**src/rtl/writeback_regfile.sv**
```systemverilog
// Y86-64 write-back stage: W pipeline register, 15 x 64-bit architectural register file,
// two combinational decode read ports and a sticky processor status.
module writeback_regfile #(
    parameter logic [3:0]  RNONE = 4'hF,
    parameter int unsigned NREG  = 15
) (
    input  logic        clk,
    input  logic        rst,
    input  logic        W_stall,
    input  logic        W_bubble,
    input  logic [3:0]  m_stat,
    input  logic [3:0]  M_icode,
    input  logic [63:0] M_valE,
    input  logic [63:0] m_valM,
    input  logic [3:0]  M_dstE,
    input  logic [3:0]  M_dstM,
    input  logic [3:0]  d_srcA,
    input  logic [3:0]  d_srcB,
    output logic [63:0] d_rvalA,
    output logic [63:0] d_rvalB,
    output logic [3:0]  W_stat,
    output logic [3:0]  W_icode,
    output logic [63:0] W_valE,
    output logic [63:0] W_valM,
    output logic [3:0]  W_dstE,
    output logic [3:0]  W_dstM,
    output logic [3:0]  Stat,
    output logic        halted
);

    localparam logic [3:0] STAT_AOK  = 4'd1;
    localparam logic [3:0] ICODE_NOP = 4'd1;

    logic [63:0] regs_q [NREG];
    logic        halted_q;
    logic [3:0]  halt_stat_q;
    logic        write_en;

    // Only a healthy instruction commits; the faulting one is squashed here.
    assign write_en = (W_stat == STAT_AOK) && !halted_q;

    always_ff @(posedge clk or posedge rst) begin
        if (rst) begin
            W_stat  <= STAT_AOK;
            W_icode <= ICODE_NOP;
            W_valE  <= '0;
            W_valM  <= '0;
            W_dstE  <= RNONE;
            W_dstM  <= RNONE;
        end else if (halted_q) begin
            W_stat  <= W_stat;
        end else if (W_bubble) begin
            W_stat  <= STAT_AOK;
            W_icode <= ICODE_NOP;
            W_valE  <= '0;
            W_valM  <= '0;
            W_dstE  <= RNONE;
            W_dstM  <= RNONE;
        end else if (!W_stall) begin
            W_stat  <= m_stat;
            W_icode <= M_icode;
            W_valE  <= M_valE;
            W_valM  <= m_valM;
            W_dstE  <= M_dstE;
            W_dstM  <= M_dstM;
        end
    end

    // Port M is tested first so it wins a shared destination (popq %rsp).
    always_ff @(posedge clk or posedge rst) begin
        if (rst) begin
            for (int unsigned i = 0; i < NREG; i++) begin
                regs_q[i] <= '0;
            end
        end else if (write_en) begin
            for (int unsigned i = 0; i < NREG; i++) begin
                if (W_dstM != RNONE && W_dstM == 4'(i)) begin
                    regs_q[i] <= W_valM;
                end else if (W_dstE != RNONE && W_dstE == 4'(i)) begin
                    regs_q[i] <= W_valE;
                end
            end
        end
    end

    always_ff @(posedge clk or posedge rst) begin
        if (rst) begin
            halted_q    <= 1'b0;
            halt_stat_q <= STAT_AOK;
        end else if (!halted_q && W_stat != STAT_AOK) begin
            halted_q    <= 1'b1;
            halt_stat_q <= W_stat;
        end
    end

    // No internal bypass: a same-cycle write is seen by decode through W forwarding.
    always_comb begin
        d_rvalA = '0;
        d_rvalB = '0;
        if (d_srcA != RNONE && 32'(d_srcA) < NREG) begin
            d_rvalA = regs_q[d_srcA];
        end
        if (d_srcB != RNONE && 32'(d_srcB) < NREG) begin
            d_rvalB = regs_q[d_srcB];
        end
    end

    assign Stat   = halted_q ? halt_stat_q : W_stat;
    assign halted = halted_q;

endmodule

```
**config.mk**
```make
export PLATFORM = sky130hd
export DESIGN_NAME = writeback_regfile
export DESIGN_NICKNAME = d
export VERILOG_FILES = /design/src/rtl/writeback_regfile.sv
export SDC_FILE = /design/constraint.sdc
export NUM_CORES = 2
export LEC_CHECK = 0
export BUFFER_PORTS_ARGS = -buffer_cell sky130_fd_sc_hd__buf_2
export CORE_MARGIN = 4
export CORE_UTILIZATION = 50
export CTS_CLUSTER_DIAMETER = 50
export DETAILED_ROUTE_END_ITERATION = 10
export PLACE_DENSITY_LB_ADDON = 0.08
export REMOVE_ABC_BUFFERS = 1
export SLEW_MARGIN = 20
export SYNTH_ARGS = -nofsm -noshare
export SYNTH_HDL_FRONTEND = slang
export SYNTH_SLANG_ARGS = --single-unit
```
**constraint.sdc**
```tcl
create_clock -name clk -period 41.3 [get_ports clk]
set_input_delay 4.13 -clock clk [delete_from_list [all_inputs] [get_ports clk]]
set_output_delay 4.13 -clock clk [all_outputs]
set_load 0.05 [all_outputs]
```
* After elaboration in Yosys (flattened, before gate mapping) *
Cells that the tools add are included.

word-level totals
  output and inout port bits = 277
  latch bits = 0
  bits in writable memories = 0
  ROM bits = 0
  word-level logic and storage cells = 184
  memories kept = 0
  register bits = 1109

cells by class
  div/mod/pow operators = 0
  equal/unequal tests = 35
  $lt $le $gt $ge = 4
  reduce and logical (&&, ||, !) cells = 68
  multiplexer cells = 51
  $mul = 0
  add/subtract/negate cells = 0
  shifts and indexed selects = 0
  bitwise operators = 3

operator list
  operator            number
  $mux 64             40
  $bmux 64 s4         2
  $eq 4x4->1 const B  14
  $mux 4              9
  $logic_and 1x1->1   34
  $eq 4x3->1 const B  8
  $reduce_and 2->1    16
  $reduce_bool 2->1   15
  $eq 4x2->1 const B  4
  $ne 4x4->1 const B  4
  $eq 4x1->1 const B  3
  $ge 5x5->1 const B  2
  $not 4->5           2
  $logic_not 4->1     2
  $lt 4x4->1 const B  2
  $ne 4x1->1 const B  1
  $ne 2x1->1 const B  1
  $logic_not 1->1     1
  $not 1->1           1

* Logic depth before layout (Yosys ltp) *
  word-level depth = 5
  gate-level depth with buffers = 9
  depth with buffers taken out = 4

* Worst setup path before layout *
OpenSTA, ideal clock, no wires.

  path type = input-to-output
  start point = input d_srcB[1]
  end point = output d_rvalB[2]
  path buffers = 4
  data arrival time = 7423 ps
  cell stages on the path = 8
  path slack = 29747 ps
  path through = buf_2 -> buf_4 -> buf_6 -> buf_4 -> mux2i_1 -> nor2_1 -> a211oi_1 -> a2111oi_0

on the way
  word-level cells in the longest chain between the ends = 5

RTL lines
  item                                         RTL line  source
  from (decl)                                  18        input logic [3:0] d_srcB,
  $not 4->5 (implied by the code)              104       d_rvalB = regs_q[d_srcB];
  $bmux 64 s4                                  104
  $mux 64 (implied by the code) (2 in series)  104
  $mux 64 *                                    103       if (d_srcB != RNONE && 32'(d_srcB) < NREG) begin
  to (decl)                                    20        output logic [63:0] d_rvalB,

Mark *: on every way between the ends. The rest lies on a longest branch, timed or not. The select of a mux whose other input is x is not followed.

* Worst setup path in the final report *
  start point = input d_srcA[1]
  end point = output d_rvalA[55]

on the way
  word-level cells in the longest chain between the ends = 5

RTL lines
  item                                         RTL line  source
  from (decl)                                  17        input logic [3:0] d_srcA,
  $not 4->5 (implied by the code)              101       d_rvalA = regs_q[d_srcA];
  $bmux 64 s4                                  101
  $mux 64 (implied by the code) (2 in series)  101
  $mux 64 *                                    100       if (d_srcA != RNONE && 32'(d_srcA) < NREG) begin
  to (decl)                                    19        output logic [63:0] d_rvalA,

Marks and branches as above.

==> metrics.yaml <==
status: "completed"
viasPerCell: 6.44
root_buffer: "clkbuf_16"
crit_fanout: 112
period_share: 0.299
place_congestion: 0.828
dieArea_sq_um: 138000
nets: 6713
fill_cells: 11520
grt_util_all_layers: 0.348
final_cell_mix: "1280 x mux2i_1, 1248 x nand2_1, 1098 x dfrtp_1"
register_area_sq_um: 27800
cp.arrival_ns: 8.20
peakVddDrop_mv: 0.0365
cts_buffers: 154
core_area_sq_um: 131000
placed_cells: 8155
drive_gt1_frac: 0.174
ff2ff_path_depth: 5
post_cts.repair.setup_buffers: 0
cts_tree: "built"
synth_cells: 6576
wl_per_cell_um: 28.9
cts_hold_buf: 0
cts_buffer_depth: 3
skew_ns: 0.0340
crit_required_ns: 37.17
clock_latency_ns: 0.80
synth_edf_count: 0
grt_max_degree: 200
yosysWarnings: 0
avgSynthCellArea_sq_um: 10.0
die-height_um: 371
p_per_area_nw_per_um2: 42.8
fmax_mhz: 81.1
p_leak_uw: 0.0315
comb_power_share: 0.163
grt_pass1_vias: 52780
power_switching_uw: 990
cts.repair.resized: 0
io_buffers: 432
async_reset_ff_frac: 1.00
multiInputGateArea_sq_um: 35100
finalCoreUtilization: 0.562
power_frac_clock: 0.446
setup_tns_ns: 0
firstDrtPassIters: 5
grt_pass1_wl_mm: 359
syn_to_final_growth_pct: 11.8
power_frac_seq: 0.392
antenna_found_initial: 5
ys.flop_type: "dfrtp_1"
rsz0062_at_grt: "no"
setup_viol: 0
synthesis.area_sq_um: 66000
hold_path.class: "flop to flop"
switching_share: 0.314
fp.dieW_um: 371
final.min_clock_period_ns: 12.33
cts_max_level: 4
grt_overflow: 0
power_uw: 3150
clk_pin_slew_ns: 0.05
ys_seq_elements: 1109
hold_ws_ns: 0.478
vias: 54328
synth_seq_area_share: 0.421
cts_sinks: 1109
drc: 0
layout_commonest_cell: "mux2i_1"
ant_nets: 0
drv_slew: 0
critPathKind: "primary input to primary output"
synth.distinct_cells: 45
worst_pin_slew_ns: 1.19
whs_path_depth: 2
p_int_uw: 2160
max_cap_violations: 0
cp-end-kind: "primary output"
fp-row-count: 133
place_hpwl_mm: 131
finalHoldViolations: 0
first_iter_violations: 5459
wl_mm: 244
maxSlewHeadroom: 0.204
fin_cells: 8435
io-pin-count: 433
start_kind: "primary input"
initial_utilization: 0.503
## power groups by stage
stage | clock, uW | combinational [uW] | sequential [uW]
3_3_place_gp | 0 | 500 | 1250
6_report | 1410 | 513 | 1240
4_1_cts | 1420 | 508 | 1230
2_1_floorplan | 0 | 290 | 1270
5_1_grt | 1470 | 541 | 1240
3_5_place_dp | 0 | 507 | 1250
## kinds of logic after synthesis
kind of cell	after synthesis	share of synthesized area
simple gates	1503	0.0948
mux	1538	0.282
buf+inv	727	0.0493
flops	1109	0.421
compound gates	1699	0.153
## synth_stat cells, types with 3 or more instances
library cell	instances	area [sq um]
a21oi_1	65	325
and4b_1	8	80.1
a2111oi_2	60	901
dfrtp_1	1098	27500
o2bb2ai_1	62	543
a211oi_2	3	37.5
o21ai_1	237	1190
buf_4	43	323
nand3b_1	4	30.0
o21ai_0	937	4690
nor4b_1	4	35.0
nand2b_1	4	25.0
nor2_1	76	285
a211oi_1	187	1400
o211ai_1	15	113
dfstp_2	11	289
mux2i_1	1280	12800
nor4bb_1	6	60.1
nand2_1	1249	4690
clkbuf_1	387	1450
buf_2	265	1330
a22oi_1	64	480
buf_1	23	86.3
nor2b_1	130	813
nor4b_2	4	60.1
a2111oi_0	3	26.3
mux4_2	257	5790
buf_6	4	45.0
and4bb_2	6	75.1
o22ai_1	64	400
nand4b_1	4	35.0
## registers in the layout (all words and copies together) (netlist names)
register,count
regs_q,960
W_valE,64
W_valM,64
W_dstE,4
W_dstM,4
W_icode,4
W_stat,4
halt_stat_q,4
halted,1
## critical path, cell delays in order
cell,delay [ns]
buf_8,0.50
buf_12,0.57
buf_4,0.78
buf_4,0.65
mux4_2,0.58
a22oi_1,0.18
o21ai_0,0.30
buf_2,0.34
## layer usage
layer,share of wire,global-route usage,vias up
li1,-,-,23706
met1,0.43,0.495,27478
met2,0.45,0.537,2647
met3,0.085,0.0679,493
met4,0.033,0.114,4
met5,0.000057,0,-
## final cells by class
type	count	share of cell area
Antenna cell	1	0.0000339
Sequential cell	1109	0.376
Timing Repair Buffer	549	0.0445
Clock buffer	207	0.0599
Inverter	3	0.000339
Tap cell	1755	0.0298
Clock inverter	71	0.0131
Multi-Input combinational cell	4740	0.476
## path summary, 6_finish.rpt
| kind | start | end | slack, ns |
|---|---|---|---|
| worst min-delay path | W_icode[3]$_DFFE_PP0P_ | W_icode[3]$_DFFE_PP0P_ | 0.48 |
| worst max-delay path | d_srcA[1] | d_rvalA[55] | 28.97 |
| min in group asynchronous | rst | regs_q[333]$_DFFE_PP0P_ | 3.44 |
| worst max register to register | W_dstM[3]$_DFFE_PP1P_ | regs_q[398]$_DFFE_PP0P_ | 37.76 |
| worst min register to register | W_icode[3]$_DFFE_PP0P_ | W_icode[3]$_DFFE_PP0P_ | 0.48 |
| max in group asynchronous | rst | regs_q[876]$_DFFE_PP0P_ | 34.79 |
## through the flow
stage                     area (sq um)  worst slack, ns
final                            73800            28.97
after global routing             73800            28.82
after CTS                        73700            28.93
after detailed placement         68400            28.93
after global placement           68400            29.00
after floorplan                  62800             5.96
Note: power is estimated with default switching activity, not from simulation.
